File: config.mk
export PLATFORM = sky130hd
export DESIGN_NAME = reorder_buf
export DESIGN_NICKNAME = d
export VERILOG_FILES = /design/src/rtl/reorder_buf.sv
export SDC_FILE = /design/constraint.sdc
export NUM_CORES = 2
export LEC_CHECK = 0
export BUFFER_PORTS_ARGS = -buffer_cell sky130_fd_sc_hd__clkbuf_2
export CAP_MARGIN = 5
export CORE_ASPECT_RATIO = 2
export CORE_MARGIN = 1.5
export CORE_UTILIZATION = 40
export CTS_CLUSTER_DIAMETER = 80
export DETAILED_ROUTE_END_ITERATION = 10
export SETUP_SLACK_MARGIN = 0.3
export SYNTH_ARGS = -nofsm -noshare
export SYNTH_HDL_FRONTEND = slang
export SYNTH_SLANG_ARGS = --single-unit
File: constraint.sdc
create_clock -name clk -period 8.9 [get_ports clk]
set_clock_uncertainty 0.2 [all_clocks]
set_input_delay 1.78 -clock clk [delete_from_list [all_inputs] [get_ports clk]]
set_output_delay 1.78 -clock clk [all_outputs]
set_load 0.005 [all_outputs]
File: src/rtl/reorder_buf.sv
// reorder_buf: in-order retirement buffer.
// Allocates robids at the tail, records out-of-order CDB completions and
// retires up to ROB_MAX_RETIRE consecutive done entries per cycle from the
// head onto a registered retire bus.
module reorder_buf #(
    parameter int ROB_SIZE        = 16,
    parameter int ROB_SIZE_CLOG   = 4,
    parameter int ISSUE_WIDTH_MAX = 2,
    parameter int ROB_MAX_RETIRE  = 2,
    parameter int CPU_NUM_LANES   = 3,
    parameter int SRC_LEN         = 5,
    parameter int DATA_LEN        = 32
) (
    input  logic                                  clk,
    input  logic                                  rst,
    input  logic                                  flush,
    input  logic [ISSUE_WIDTH_MAX-1:0]            instr_val_ar,
    input  logic [ISSUE_WIDTH_MAX*SRC_LEN-1:0]    rd_ar,
    input  logic [ISSUE_WIDTH_MAX-1:0]            rf_write_ar,
    output logic [ISSUE_WIDTH_MAX*ROB_SIZE_CLOG-1:0] rob_is_ptr,
    output logic                                  rob_full,
    input  logic [CPU_NUM_LANES-1:0]              commit_instr_cdb,
    input  logic [CPU_NUM_LANES*ROB_SIZE_CLOG-1:0] robid_cdb,
    input  logic [CPU_NUM_LANES*DATA_LEN-1:0]     result_data_cdb,
    output logic [ROB_MAX_RETIRE-1:0]             val_ret,
    output logic [ROB_MAX_RETIRE*SRC_LEN-1:0]     rd_ret,
    output logic [ROB_MAX_RETIRE-1:0]             rfWrite_ret,
    output logic [ROB_MAX_RETIRE*DATA_LEN-1:0]    wb_data_ret,
    output logic [ROB_MAX_RETIRE*ROB_SIZE_CLOG-1:0] robid_ret
);

    localparam logic [ROB_SIZE_CLOG:0] FULL_LIMIT = (ROB_SIZE_CLOG+1)'(ROB_SIZE - ISSUE_WIDTH_MAX);

    // Entry storage
    logic [ROB_SIZE-1:0]      r_valid;
    logic [ROB_SIZE-1:0]      r_done;
    logic [ROB_SIZE-1:0]      r_rfw;
    logic [SRC_LEN-1:0]       r_rd   [ROB_SIZE];
    logic [DATA_LEN-1:0]      r_data [ROB_SIZE];
    logic [ROB_SIZE_CLOG-1:0] r_head;
    logic [ROB_SIZE_CLOG-1:0] r_tail;
    logic [ROB_SIZE_CLOG:0]   r_count;

    // Retire bus registers
    logic [ROB_MAX_RETIRE-1:0]               r_val_ret;
    logic [ROB_MAX_RETIRE*SRC_LEN-1:0]       r_rd_ret;
    logic [ROB_MAX_RETIRE-1:0]               r_rfw_ret;
    logic [ROB_MAX_RETIRE*DATA_LEN-1:0]      r_data_ret;
    logic [ROB_MAX_RETIRE*ROB_SIZE_CLOG-1:0] r_robid_ret;

    logic                                    w_full;
    logic [ROB_SIZE_CLOG:0]                  w_k;
    logic [ROB_SIZE_CLOG:0]                  w_r;
    logic                                    w_chain;
    logic [ROB_MAX_RETIRE-1:0]               w_sel;
    logic [ROB_SIZE_CLOG-1:0]                w_ret_idx [ROB_MAX_RETIRE];
    logic [ROB_MAX_RETIRE*SRC_LEN-1:0]       w_rd_nxt;
    logic [ROB_MAX_RETIRE-1:0]               w_rfw_nxt;
    logic [ROB_MAX_RETIRE*DATA_LEN-1:0]      w_data_nxt;
    logic [ROB_MAX_RETIRE*ROB_SIZE_CLOG-1:0] w_robid_nxt;

    assign w_full   = (r_count > FULL_LIMIT);
    assign rob_full = w_full;

    // Allocation count and robids offered to rename
    always_comb begin
        w_k        = '0;
        rob_is_ptr = '0;
        for (int unsigned i = 0; i < ISSUE_WIDTH_MAX; i++) begin
            w_k = w_k + (ROB_SIZE_CLOG+1)'(instr_val_ar[i]);
            rob_is_ptr[i*ROB_SIZE_CLOG +: ROB_SIZE_CLOG] = r_tail + ROB_SIZE_CLOG'(i);
        end
        if (w_full) begin
            w_k = '0;
        end
    end

    // Strict in-order retire selection from the head, plus next retire-bus values
    always_comb begin
        w_chain     = 1'b1;
        w_sel       = '0;
        w_r         = '0;
        w_rd_nxt    = '0;
        w_rfw_nxt   = '0;
        w_data_nxt  = '0;
        w_robid_nxt = '0;
        for (int unsigned j = 0; j < ROB_MAX_RETIRE; j++) begin
            w_ret_idx[j] = r_head + ROB_SIZE_CLOG'(j);
            w_chain      = w_chain & r_valid[w_ret_idx[j]] & r_done[w_ret_idx[j]];
            w_sel[j]     = w_chain;
            w_r          = w_r + (ROB_SIZE_CLOG+1)'(w_chain);
            if (w_chain) begin
                w_rd_nxt[j*SRC_LEN +: SRC_LEN]                = r_rd[w_ret_idx[j]];
                w_rfw_nxt[j]                                  = r_rfw[w_ret_idx[j]];
                w_data_nxt[j*DATA_LEN +: DATA_LEN]            = r_data[w_ret_idx[j]];
                w_robid_nxt[j*ROB_SIZE_CLOG +: ROB_SIZE_CLOG] = w_ret_idx[j];
            end
        end
    end

    // Entry state: writeback, then retire clear, then allocation (allocation wins)
    always_ff @(posedge clk) begin
        if (rst || flush) begin
            r_head  <= '0;
            r_tail  <= '0;
            r_count <= '0;
            r_valid <= '0;
            r_done  <= '0;
        end else begin
            for (int unsigned l = 0; l < CPU_NUM_LANES; l++) begin
                if (commit_instr_cdb[l] && r_valid[robid_cdb[l*ROB_SIZE_CLOG +: ROB_SIZE_CLOG]]) begin
                    r_done[robid_cdb[l*ROB_SIZE_CLOG +: ROB_SIZE_CLOG]] <= 1'b1;
                    r_data[robid_cdb[l*ROB_SIZE_CLOG +: ROB_SIZE_CLOG]] <= result_data_cdb[l*DATA_LEN +: DATA_LEN];
                end
            end
            for (int unsigned j = 0; j < ROB_MAX_RETIRE; j++) begin
                if (w_sel[j]) begin
                    r_valid[w_ret_idx[j]] <= 1'b0;
                    r_done[w_ret_idx[j]]  <= 1'b0;
                end
            end
            for (int unsigned i = 0; i < ISSUE_WIDTH_MAX; i++) begin
                if (instr_val_ar[i] && !w_full) begin
                    r_valid[r_tail + ROB_SIZE_CLOG'(i)] <= 1'b1;
                    r_done[r_tail + ROB_SIZE_CLOG'(i)]  <= 1'b0;
                    r_rfw[r_tail + ROB_SIZE_CLOG'(i)]   <= rf_write_ar[i];
                    r_rd[r_tail + ROB_SIZE_CLOG'(i)]    <= rd_ar[i*SRC_LEN +: SRC_LEN];
                end
            end
            r_head  <= r_head + w_r[ROB_SIZE_CLOG-1:0];
            r_tail  <= r_tail + w_k[ROB_SIZE_CLOG-1:0];
            r_count <= r_count + w_k - w_r;
        end
    end

    // Retire bus register; reset/flush drops any pending retire
    always_ff @(posedge clk) begin
        if (rst || flush) begin
            r_val_ret   <= '0;
            r_rd_ret    <= '0;
            r_rfw_ret   <= '0;
            r_data_ret  <= '0;
            r_robid_ret <= '0;
        end else begin
            r_val_ret   <= w_sel;
            r_rd_ret    <= w_rd_nxt;
            r_rfw_ret   <= w_rfw_nxt;
            r_data_ret  <= w_data_nxt;
            r_robid_ret <= w_robid_nxt;
        end
    end

    assign val_ret     = r_val_ret;
    assign rd_ret      = r_rd_ret;
    assign rfWrite_ret = r_rfw_ret;
    assign wb_data_ret = r_data_ret;
    assign robid_ret   = r_robid_ret;

endmodule
Word level (Yosys, flattened, before mapping)
Memory sizes are Yosys's and may differ from the RTL's. A register that Yosys moved wholly into a read port is not among the register bits.
Cells that the tools add are included.

storage, ports and cells
  memories = 2
  register bits = 73
  output and inout bits = 95
  logic and storage cells = 145
  bits in writable memories = 592

operators by class
  multiplexer cells = 73
  $lt $le $gt $ge = 15
  reduce and logical (&&, ||, !) cells = 16
  bitwise gates (word level) = 20
  $add $sub $neg = 8

memories
  memory  depth  width  read ports  clocked after memory_dff  wr ports  line  text
  r_data  16     32     2           2                         3         39    logic [DATA_LEN-1:0] r_data [ROB_SIZE];
  r_rd    16     5      2           2                         2         38    logic [SRC_LEN-1:0] r_rd [ROB_SIZE];

operators with widths
  operator             number
  $mux 16              23
  $and 16x16->16       6
  $or 16x16->16        5
  $not 16->16          4
  $bmux 1 s4           9
  $lt 4x5->1 const B   7
  $bwmux 16            2
  $mux 1               31
  $demux 1 s4          7
  $ge 4x1->1 const B   7
  $logic_and 1x1->1    12
  $add 4x1->4 const B  2
  $add 4x2->4          2
  $add 5x2->5          1
  $gt 5x4->1 const B   1
  $sub 5x2->5          1
  $add 1x1->2          2
  $reduce_or 2->1      2
  $and 1x1->1          3
  $mux 2               1
  $not 1->1            2
  $logic_not 1->1      1
  $logic_or 1x1->1     1

Logic depth before layout (Yosys ltp)
  depth after elaboration = 24
  depth in mapped cells = 20
  mapped depth without buffers = 18

Worst setup path after synthesis
Ideal clock, no wire load.

  path type = in2reg
  start point = input port flush
  end point = memory r_data[4][0], enable pin
  cell stages on the path = 6
  required time = 8.259 ns
  arrival = 4.475 ns
  library setup time = 0.441 ns
  setup slack = 3.784 ns
  path buffers = 4
  cell sequence = or2_2 > clkbuf_1 > clkbuf_1 > buf_1 > clkbuf_1 > a31oi_1

RTL lines
  element          line  text
  start, declared  16    input logic flush,
  end, declared    39

==> impl_results.md <==
* Outcome: finished, final reports clean
* Pwr dens at 148 mW/mm^2
* Number of global-route vias before repair at 33.5k
* Number of flops mapped to enable cells by yosys at 608
* DRT iter0 DRCs at 3697
* Core Box Area at 0.114 sq mm
* Final setup margin at 3310 ps
* First drt pass iteration count at 6
* Leakage at 18.9 nW
* GR Layer Usage met3 at 0.0560
* Rows at 175
* Met1 usage at 0.330
* Slew HR at 0.180
* Hold Fails Final Rpt at 0
* Die Wd at 243 um
* Commonest non-fill, non-tap cell in the layout: edfxtp_1
* Post-layout min period at 5590 ps
* GP Congestion at 0.955
* Post-route DRC at 0
* CP Buf/Inv Count at 3
* WS Path Type: reg -> reg
* Height of the die at 482 um
* Synthesized area at 0.0460 sq mm
* ANT nets after route at 0
* Vias per inst at 6.40
* Worst-Skew Late Latency at 690 ps
* Pwr Total at 7.48 mW
* Post-DP HPWL at 96200 um
* Synth unique cells at 71
* CTS sink cnt at 739
* Largest net degree at the start of global routing at 98
* Hold Buf Count CTS at 0
* Pre-CTS setup slack at 3330 ps
* Syn Nets at 3961
* GRT busiest layer: met2
* Max-cap violations at 0
* Routed wire length at 168000 um
* TritonCTS clock tree: done
* Max-slew violations at 0
* Slowest-stage cell, CP: ha_4
* Worst-margin pin slew at 1230 ps
* Max Root-Sink Buffers at 3
* Fraction of registers with async set/reset at 0
* M2 GR Usage at 0.481
* CP delay by family, top: buffers and inverters
* CP max stage delay at 1130 ps
* Seq/Total Area, Yosys at 0.454
* Fmax at 179 MHz
* CP Max Fanout at 64
* CTS root buf: clkbuf_16
* Worst path required time at 9200 ps
* Die footprint at 0.117 sq mm
* GRT overflow at 0
* Cts bufs inserted at 74
* Resized Gates After CTS at 0
* Arrival time at the worst endpoint at 5900 ps
* CP Capture Type: flop
* Setup TNS at 0 ps
* Mapped Cells at 3803
* Area added between synthesis and finish at 9.61%
* # IOs at 223
* Top_reg_cell synth: edfxtp_1
* Initial antenna violation count at 30
* Startpoint types: flop
* FF+latch count, synth at 739
* Share of cells above drive strength 1 at 0.252
* GR Util All Layers at 0.284
* Unrepaired setup endpoints after global routing: false
* Period utilization at 0.629
* Worst hold-check path type: reg -> reg
* Mean post-synth cell area at 12.1 sq um
* First-pass GRT wire length at 240000 um
* Clock transition at the registers of the reported paths at 70 ps
* Wirelength per Cell at 31.7 um
* I/O Buffers at 222
* Via Count at 33.8k
* Setup bufs post-CTS at 0
* Final Net Count at 3871
* Starting density of the core at 0.404
* Final setup vio count at 0
* Synth warn at 0
* Max VDD drop at 0.124 mV
* Crit-path cells: inv_2, ha_4, buf_4, buf_4, mux4_2, mux4_2, nor2b_1
* Highest-count cells in the layout ignoring fill and taps: 608 x edfxtp_1, 529 x mux2i_1, 415 x nand2_1
* CTS H-tree lvls at 3
==> cell usage after synthesis, types with 58 or more instances <==
| library cell | instances | area share |
|---|---|---|
| a21oi_1 | 194 | 0.021 |
| buf_1 | 58 | 0.0047 |
| buf_2 | 111 | 0.012 |
| clkbuf_1 | 257 | 0.021 |
| dfxtp_1 | 131 | 0.057 |
| edfxtp_1 | 608 | 0.40 |
| mux2_2 | 82 | 0.020 |
| mux2i_1 | 529 | 0.12 |
| mux4_2 | 391 | 0.19 |
| nand2_1 | 427 | 0.035 |
| nor2_1 | 243 | 0.020 |
| nor2b_1 | 86 | 0.012 |
| o21ai_0 | 159 | 0.017 |
| o21ai_1 | 204 | 0.022 |
==> final timing paths <==
check	from	endpoint	slack [ps]	cells past startpoint
worst max-delay path	r_head[0]	wb_data_ret[41]	3310	7
worst min-delay path	r_done[6]	r_done[6]	300	2
worst max register to register	r_head[0]	wb_data_ret[41]	3310	7
worst min register to register	r_done[6]	r_done[6]	300	2
==> report_power, final <==
part	switching, mW	leakage, nW	internal [mW]
Sequential	0.0140	6.53	3.75
Clock	1.49	1.16	1.76
Combinational	0.297	11.2	0.172
==> metrics by stage <==
step                instances  utilization  instance area [sq um]  hold slack (ps)
finish                   5288        0.443                  50400              302
global route             5283        0.442                  50400              319
CTS                      5279        0.442                  50400              305
detailed placement       5141        0.421                  48000              297
global placement         5141        0.421                  48000              284
floorplan                3803            -                  46000              273
==> routing by layer <==
| layer | vias up | part of all wire |
|---|---|---|
| met5 | - | 0.0014 |
| li1 | 14200 | - |
| met1 | 17000 | 0.35 |
| met4 | 40 | 0.067 |
| met3 | 565 | 0.091 |
| met2 | 1996 | 0.49 |
==> cell families after synthesis <==
family | synth area share
buffers and inverters | 0.0435
adder cells (fa/ha/maj) | 0.00882
AND/OR/NAND/NOR | 0.0870
AO/OA/AOI/OAI | 0.0775
XOR/XNOR | 0.00210
multiplexers | 0.327
flip-flops | 0.454
==> worst reg2reg max path, stage by stage (launching register included) <==
cell	delay, ps
dfxtp_4	890
inv_2	270
ha_4	1130
buf_4	890
buf_4	900
mux4_2	450
mux4_2	510
nor2b_1	170
==> layout make-up <==
cell class	count	area [sq um]
fillers	10500	63500
multi-input cells	2589	23500
flip-flops and latches	739	20900
clock buffers	107	2110
well taps	1504	1880
repair buffers	274	1530
clock inverters	31	285
inverters	35	134
diodes	9	22.5
==> sequential cells by signal, indices dropped and copies added (netlist names) <==
register and count:
r_data 512, r_rd 80, wb_data_ret 64, r_done 16
r_rfw 16, r_valid 16, rd_ret 10, robid_ret 8
r_count 5, r_head 4, r_tail 4, rfWrite_ret 2
val_ret 2
Note: power is estimated with default switching activity, not from simulation.
